===== config.mk =====
export PLATFORM = sky130hd
export DESIGN_NAME = iob_scatter
export DESIGN_NICKNAME = d
export VERILOG_FILES = /design/src/rtl/iob_scatter_pkg.sv /design/src/rtl/iob_scatter.sv
export SDC_FILE = /design/constraint.sdc
export NUM_CORES = 1
export LEC_CHECK = 0
export BUFFER_PORTS_ARGS = -buffer_cell sky130_fd_sc_hd__buf_2
export CAP_MARGIN = 20
export CORE_AREA = 4 4 544 546
export DETAILED_ROUTE_END_ITERATION = 8
export DIE_AREA = 0 0 548 550
export SYNTH_ARGS = -nofsm -noshare
export SYNTH_HDL_FRONTEND = slang
export SYNTH_SLANG_ARGS = --single-unit

===== constraint.sdc =====
create_clock -name clk -period 2.6 [get_ports clk]
set_input_delay 0.26 -clock clk [delete_from_list [all_inputs] [get_ports clk]]
set_output_delay 0.26 -clock clk [all_outputs]
set_load 0.03 [all_outputs]

===== src/rtl/iob_scatter_pkg.sv =====
// Shared constants, state encoding and lane-packing helpers for the L2-to-CU-bank scatter path.
package iob_scatter_pkg;

    localparam int BANK_NUM   = 32;
    localparam int BANK_DW    = 32;
    localparam int L2_DW      = 256;
    localparam int HALF_LANES = BANK_NUM / 2;

    typedef enum logic [0:0] {
        IDLE = 1'b0,
        HALF = 1'b1
    } scatter_state_e;

    // Byte lane of a beat, zero-extended to a bank word.
    function automatic logic [BANK_DW-1:0] unpack8(input logic [L2_DW-1:0] data, input int lane);
        unpack8 = {24'h000000, data[8*lane +: 8]};
    endfunction

    // Halfword lane of a beat, zero-extended to a bank word.
    function automatic logic [BANK_DW-1:0] unpack16(input logic [L2_DW-1:0] half, input int lane);
        unpack16 = {16'h0000, half[16*lane +: 16]};
    endfunction

endpackage


===== src/rtl/iob_scatter.sv =====
// Unpacks 256-bit L2 beats into 32 per-bank write lanes (int8: one beat, int16: two beats)
// behind a single registered output entry with valid/ready on both sides.
module iob_scatter
    import iob_scatter_pkg::*;
(
    input  logic                               clk,
    input  logic                               rst_n,
    input  logic                               iob_pric,
    input  logic                               l2c_datain_vld,
    input  logic                               l2c_datain_last,
    output logic                               l2c_datain_rdy,
    input  logic [L2_DW-1:0]                   l2c_datain_data,
    output logic [BANK_NUM-1:0][BANK_DW-1:0]   CU_bank_data_in,
    output logic [BANK_NUM-1:0]                CU_bank_data_in_vld,
    output logic [BANK_NUM-1:0]                CU_bank_data_in_last,
    input  logic [BANK_NUM-1:0]                CU_bank_data_in_ready,
    output logic                               odd_last_err
);

    scatter_state_e                    r_state;
    logic [L2_DW-1:0]                  r_stage;
    logic                              r_pric;
    logic [BANK_NUM-1:0][BANK_DW-1:0]  r_data;
    logic [BANK_NUM-1:0]               r_vld;
    logic [BANK_NUM-1:0]               r_last;
    logic                              r_odd;

    logic                              w_out_any;
    logic                              w_out_fire;
    logic                              w_in_fire;
    logic                              w_int16;
    logic                              w_load;
    logic                              w_odd;
    logic                              w_stage_en;
    logic [BANK_NUM-1:0][BANK_DW-1:0]  w_nxt_data;
    logic [BANK_NUM-1:0]               w_nxt_vld;
    logic [BANK_NUM-1:0]               w_nxt_last;

    // Handshake: banks with vld=0 never hold the entry back.
    always_comb begin
        w_out_any      = |r_vld;
        w_out_fire     = w_out_any & (&(CU_bank_data_in_ready | ~r_vld));
        l2c_datain_rdy = ~w_out_any | w_out_fire;
        w_in_fire      = l2c_datain_vld & l2c_datain_rdy;
        // Inside a group the mode latched at its first beat wins over the live input.
        w_int16        = (r_state == HALF) ? r_pric : iob_pric;
    end

    // Next output entry and group-completion decode for the current beat.
    always_comb begin
        w_nxt_data = '0;
        w_nxt_vld  = '0;
        w_nxt_last = '0;
        w_load     = 1'b0;
        w_odd      = 1'b0;
        w_stage_en = 1'b0;
        if (!w_int16) begin
            for (int j = 0; j < BANK_NUM; j++) begin
                w_nxt_data[j] = unpack8(l2c_datain_data, j);
            end
            w_nxt_vld  = '1;
            w_nxt_last = {BANK_NUM{l2c_datain_last}};
            w_load     = w_in_fire;
        end else if (r_state == HALF) begin
            for (int j = 0; j < HALF_LANES; j++) begin
                w_nxt_data[j]              = unpack16(r_stage, j);
                w_nxt_data[j + HALF_LANES] = unpack16(l2c_datain_data, j);
            end
            w_nxt_vld  = '1;
            w_nxt_last = {BANK_NUM{l2c_datain_last}};
            w_load     = w_in_fire;
        end else if (l2c_datain_last) begin
            // Transfer ended on the first beat of a pair: only the lower banks get data.
            for (int j = 0; j < HALF_LANES; j++) begin
                w_nxt_data[j] = unpack16(l2c_datain_data, j);
            end
            w_nxt_vld  = {{HALF_LANES{1'b0}}, {HALF_LANES{1'b1}}};
            w_nxt_last = {{HALF_LANES{1'b0}}, {HALF_LANES{1'b1}}};
            w_load     = w_in_fire;
            w_odd      = w_in_fire;
        end else begin
            w_stage_en = w_in_fire;
        end
    end

    // Pairing state, staging register and the registered output entry.
    always_ff @(posedge clk or negedge rst_n) begin
        if (!rst_n) begin
            r_state <= IDLE;
            r_stage <= '0;
            r_pric  <= 1'b0;
            r_data  <= '0;
            r_vld   <= '0;
            r_last  <= '0;
            r_odd   <= 1'b0;
        end else begin
            case (r_state)
                IDLE: begin
                    if (w_stage_en) begin
                        r_state <= HALF;
                        r_stage <= l2c_datain_data;
                    end else begin
                        r_state <= IDLE;
                    end
                end
                HALF: begin
                    if (w_in_fire) begin
                        r_state <= IDLE;
                    end else begin
                        r_state <= HALF;
                    end
                end
                default: r_state <= IDLE;
            endcase

            if (w_in_fire && (r_state == IDLE)) begin
                r_pric <= iob_pric;
            end else begin
                r_pric <= r_pric;
            end

            // A completing beat reloads the entry in the same edge the old one drains.
            if (w_load) begin
                r_data <= w_nxt_data;
                r_vld  <= w_nxt_vld;
                r_last <= w_nxt_last;
            end else if (w_out_fire) begin
                r_vld  <= '0;
                r_last <= '0;
            end else begin
                r_vld  <= r_vld;
                r_last <= r_last;
            end

            r_odd <= w_odd;
        end
    end

    assign CU_bank_data_in      = r_data;
    assign CU_bank_data_in_vld  = r_vld;
    assign CU_bank_data_in_last = r_last;
    assign odd_last_err         = r_odd;

endmodule


# --- Word-level counts from Yosys, hierarchy flattened ---
# Index checks and enable logic that the tools add are counted.
totals:
  reg_bits: 1347
  out_inout_bits: 1090
  wordCells: 74
classes:
  mux: 24
  n_bitwise: 7
  reduce_logical: 5
ops:
  columns: ["operator", "n"]
  rows:
  - ["496-bit two-way mux", 3]
  - ["1008-bit two-way mux", 1]
  - ["32-bit two-way mux", 7]
  - ["32-bit inverter", 1]
  - ["32-bit OR", 1]
  - ["32-bit AND reduction", 1]
  - ["32-bit OR reduction", 1]
  - ["16-bit two-way mux", 1]
  - ["1-bit two-way mux", 11]
  - ["1-bit bitwise AND", 2]
  - ["1-bit inverter", 2]
  - ["1-bit case mux with 2 select lines", 1]
  - ["2-bit AND reduction", 1]
  - ["2-bit nonzero test", 1]
  - ["1-bit logical AND", 1]
  - ["1-bit OR", 1]

# --- Depth between registers and ports, before layout ---
logic_depth:
  ltp_word: 11
  mapped_depth: 8
  depth_no_buf: 4

# --- Worst setup path before layout ---
# Ideal clock, no wire load.
synth_timing:
  kind: "reg-to-reg"
  startpoint: "register r_vld[30], in the netlist CU_bank_data_in_vld[30]"
  endpoint: "register r_stage[169]"
  setup_time_ps: 125
  t_arrival_ps: 2013
  required_ps: 2475
  slack_ps: 462
  path_stages_with_launch: 6
  n_path_buf: 2
  cell_sequence: "dfrtp_1 o41ai_2 buf_2 nand4_4 buf_1 mux2_2"
synth_between:
  elab_chain_len: 10
  word_cells_on_any_way: 12
  cone_classes: "mux (3); bitwise (6); reduce/logical (3)"
synth_rtl:
  columns: ["item", "line", "rtl"]
  rows:
  - ["start: declaration", "iob_scatter.sv:24", "logic [BANK_NUM-1:0] r_vld;"]
  - ["start signal: assignment", "iob_scatter.sv:125", "r_vld <= w_nxt_vld;"]
  - ["start signal: assignment", "iob_scatter.sv:131", "r_vld <= r_vld;"]
  - ["32-bit inverter", "iob_scatter.sv:42", "w_out_fire = w_out_any & (&(CU_bank_data_in_ready | ~r_vld));"]
  - ["32-bit OR", "iob_scatter.sv:42", null]
  - ["32-bit AND reduction", "iob_scatter.sv:42", null]
  - ["1-bit bitwise AND", "iob_scatter.sv:42", null]
  - ["1-bit OR *", "iob_scatter.sv:43", "l2c_datain_rdy = ~w_out_any | w_out_fire;"]
  - ["1-bit bitwise AND *", "iob_scatter.sv:44", "w_in_fire = l2c_datain_vld & l2c_datain_rdy;"]
  - ["1-bit two-way mux *", "iob_scatter.sv:72", "end else if (l2c_datain_last) begin"]
  - ["1-bit two-way mux *", "iob_scatter.sv:64", "end else if (r_state == HALF) begin"]
  - ["1-bit two-way mux *", "iob_scatter.sv:57", "if (!w_int16) begin"]
  - ["2-bit AND reduction (no line) *", null, null]
  - ["end signal: assignment", "iob_scatter.sv:101", "r_stage <= l2c_datain_data;"]
  - ["end: declaration", "iob_scatter.sv:21", "logic [L2_DW-1:0] r_stage;"]
# Mark *: on every way between the ends. The rest lies on a longest branch, timed or not.
# A chain may end at the register's enable or synchronous reset.

# --- Worst setup path after layout ---
layout_timing:
  startpoint: "register r_state"
  endpoint: "register r_data, in the netlist CU_bank_data_in[291]"
layout_between:
  elab_chain_len: 2
  word_cells_on_any_way: 5
  cone_classes: "mux (5)"
layout_rtl:
  columns: ["item", "line", "rtl"]
  rows:
  - ["start: declaration", "iob_scatter.sv:20", "scatter_state_e r_state;"]
  - ["start signal: assignment", "iob_scatter.sv:89", "r_state <= IDLE;"]
  - ["start signal: assignment", "iob_scatter.sv:100", "r_state <= HALF;"]
  - ["start signal: assignment", "iob_scatter.sv:103", "r_state <= IDLE;"]
  - ["496-bit two-way mux (tied with other cells)", "iob_scatter.sv:64", null]
  - ["1008-bit two-way mux / 1-bit two-way mux (equally long branches)", "iob_scatter.sv:57", null]
  - ["end signal: assignment", "iob_scatter.sv:124", "r_data <= w_nxt_data;"]
  - ["end: declaration", "iob_scatter.sv:23", "logic [BANK_NUM-1:0][BANK_DW-1:0] r_data;"]
# Several ways; a longest one is shown, not always the timed one.

==> results by group <==
Status
  • Status: finished, violations left
  • Violated checks: DRC

Drt
  • Met3 wire len: 21300 µm
  • DRC: 5
  • Pre-Repair DR Iteration Count: 9
  • Met1 wire length: 81000 µm
  • Post-route ant nets: 0
  • Drt initial violations: 3092
  • Via density: 3.73
  • Via count: 30.8k
  • Highest metal used: met5
  • Met2 Routed Length: 92300 µm
  • Drt total wl: 207000 µm
  • Wire per inst: 25.0 µm

Setup path
  • Worst r2r src: r_state
  • Reg2Reg Depth: 7
  • Worst setup path class: flop to flop
  • R2r setup slk: 0.14 ns
  • Levels on crit path: 7
  • R2R Path End: CU_bank_data_in[291]
  • Slowest Stage Delay on Critical Path: 0.57 ns
  • Worst Setup End Kind: flop
  • Crit path top cell by count: buf_12
  • Worst setup SP type: flop
  • Critical Path AT: 3.05 ns
  • Crit-path leading delay family: compound AO/OA/AOI/OAI gates
  • CP Buf/Inv Count: 3
  • Worst endpoint required time: 3.20 ns
  • Crit path max fanout: 49
  • CP Cell Sequence: buf_4 > and2_4 > nor2_4 > buf_12 > buf_12 > a222oi_1 > a31oi_1
  • CP max-delay cell: a222oi_1

Global route
  • Initial antenna violation count: 128
  • Total track usage: 12.9%
  • Global-route wire length before repair: 270000 µm
  • Global route overflow: 0
  • Vias in the first global route: 29.9k
  • Largest net degree at the start of global routing: 119

Clock tree
  • Clock Latency Late Sink: 0.82 ns
  • Clock net sink count: 775
  • Max H-tree Level: 3
  • TritonCTS buffer count: 96
  • CTS Buffer Depth: 4
  • Worst-path clk slew: 0.06 ns
  • CTS tree: yes
  • Clock tree root driver cell: clkbuf_16

Timing
  • Max Fclk: 0.407 GHz
  • Fin crit share: 94.5%
  • Pins Over Slew Limit: 0
  • Max transition margin: 44.7%
  • Final WS setup: 0.143 ns
  • Tmin final: 2.46 ns
  • Final hold vios: 0
  • Final Setup Violations: 0
  • Skew final: 0.0653 ns
  • Worst slew pin tran: 0.829 ns
  • RSZ-0062 raised after global routing: no

Place
  • Final Wtd Congestion: 0.793
  • HPWL after DPL: 164000 µm
  • Port Buffers: 870
  • DP Worst Slack: -0.229 ns
  • Placed Instances: 7790

Floorplan
  • Std-Cell Core Area: 291000 µm²
  • DIE HEIGHT: 550 µm
  • Die ar.: 301000 µm²
  • Rows: 198
  • # IOs: 1383
  • Starting Density: 13.5%
  • Die W: 548 µm

Synth
  • Yosys cell types: 30
  • Yosys Warn Count: 0
  • Synth top area share: 49.5%
  • Biggest area consumer among synthesized cells: dfrtp_1
  • Cells after Synth: 3179
  • Synth top area cells: dfrtp_1 (50%), buf_4 (12%), mux2_2 (8.4%)
  • Average size of a mapped cell: 12.3 µm²
  • Cell Area, Synth: 39200 µm²
  • Sequential fraction of the synthesis area: 49.5%
  • Flops & latches, synth: 775

Final layout
  • Share of cells above drive strength 1: 39.2%
  • Nets: 4514
  • Final Non-Filler Cells: 8244
  • # fillers: 31.9k
  • Final Core Density: 18.0%
  • Synth-to-layout area growth: 33.2%

Power
  • Pwr Density: 1240 nW/µm²
  • Max rail drop VDD: 0.790 mV
  • Leakage: 25.4 nW
  • Pwr Total: 64.6 mW

Min path
  • Hold path endpoint: r_stage[133]
  • Hold crit path type: input pin to flop
  • Hold path cells: 2
  • Hold wc startpoint: l2c_datain_data[133]

Flow run
  • Total of max-cap violations: 0
## logic make-up after synthesis
family	after synthesis	share of synthesized area, %
compound gates	632	12.9
buf+inv	954	15.5
flops	775	49.5
mux	650	20.2
other cells	1	0.00958
simple gates	167	1.81
## power by group
group | leakage [nW] | switching, mW | internal [mW]
logic | 14.1 | 19.4 | 10.5
registers | 9.75 | 3.38 | 17.3
clock network | 1.60 | 5.72 | 8.28
## layout make-up
class	count	area (µm²)	share of cell area, %
Sequential cell	775	19400	37.2
Multi-Input combinational cell	1961	15700	30.0
Timing Repair Buffer	1257	8390	16.1
Tap cell	3900	4880	9.35
Clock buffer	137	2840	5.44
Inverter	130	488	0.935
Clock inverter	31	398	0.763
Antenna cell	53	133	0.254
## placed cells by master (no fill, tap or decap), types with 9 or more instances in the layout
master         synthesis  routed
buf_12                 0      42
conb_1                 1     512
dlygate4sd3_1          0     232
dfrtp_1              775     775
inv_1                130     130
clkinv_2               0      11
nand2_1              145     145
a31oi_1              240     240
a222oi_1             120     120
clkbuf_8               0      28
clkbuf_1             147      13
diode_2                0      53
o21ai_0               10      10
mux2_1                29      29
a22o_1               256     256
buf_4                602     111
nand4_1                9       9
mux2_2               293     293
mux2_4               200     200
buf_2                 36     868
clkbuf_16              0      96
mux2i_1              128     128
## state kept, by name, indices dropped and copies added (netlist names)
signal	flops
CU_bank_data_in_last	2
odd_last_err	1
r_state	1
r_stage	256
CU_bank_data_in_vld	2
CU_bank_data_in	512
r_pric	1
## repair_timing
item	4_1_cts	5_1_grt
setup buffers	0	0
hold buffers	233	0
resized for setup	3	1
pin swaps	0	0
setup endpoints to repair	40	17
hold endpoints to repair	1154	0
## layer usage
layer  GRT usage, %  up-vias
li1               -    12600
met1           16.0    15800
met2           20.2     1962
met3           4.08      355
met4           6.68       68
met5              0        -
## cell usage after synthesis (all sizes together)
master	number
o2bb2ai	1
and3	1
nand3	1
nand2	145
a31oi	240
buf	677
nor2	1
dfrtp	775
clkbuf	147
nor3b	1
nand4b	1
a222oi	120
mux2i	128
conb	1
o21ai	10
o311ai	2
nand4	10
nor2b	3
a22o	256
a32o	1
mux2	522
and2	4
o41ai	2
inv	130
## stage by stage
stage	cell area, µm²	hold slack, ns	TNS [ns]
finish	52200	0.0211	0
global route	52100	0.00326	0
CTS	52000	0.00986	0
detailed placement	46400	0.250	-6.35
global placement	46400	0.245	-6.42
floorplan	41100	-0.0356	0
## worst max path at each step
stage,startpoint,to
final,r_state,CU_bank_data_in[291]
after global routing,CU_bank_data_in_vld[30],l2c_datain_rdy
after CTS,CU_bank_data_in_vld[30],l2c_datain_rdy
after detailed placement,iob_pric,CU_bank_data_in[354]
after global placement,iob_pric,CU_bank_data_in[291]
after floorplan,CU_bank_data_in_vld[30],r_stage[169]
Note: power is estimated with default switching activity, not from simulation.
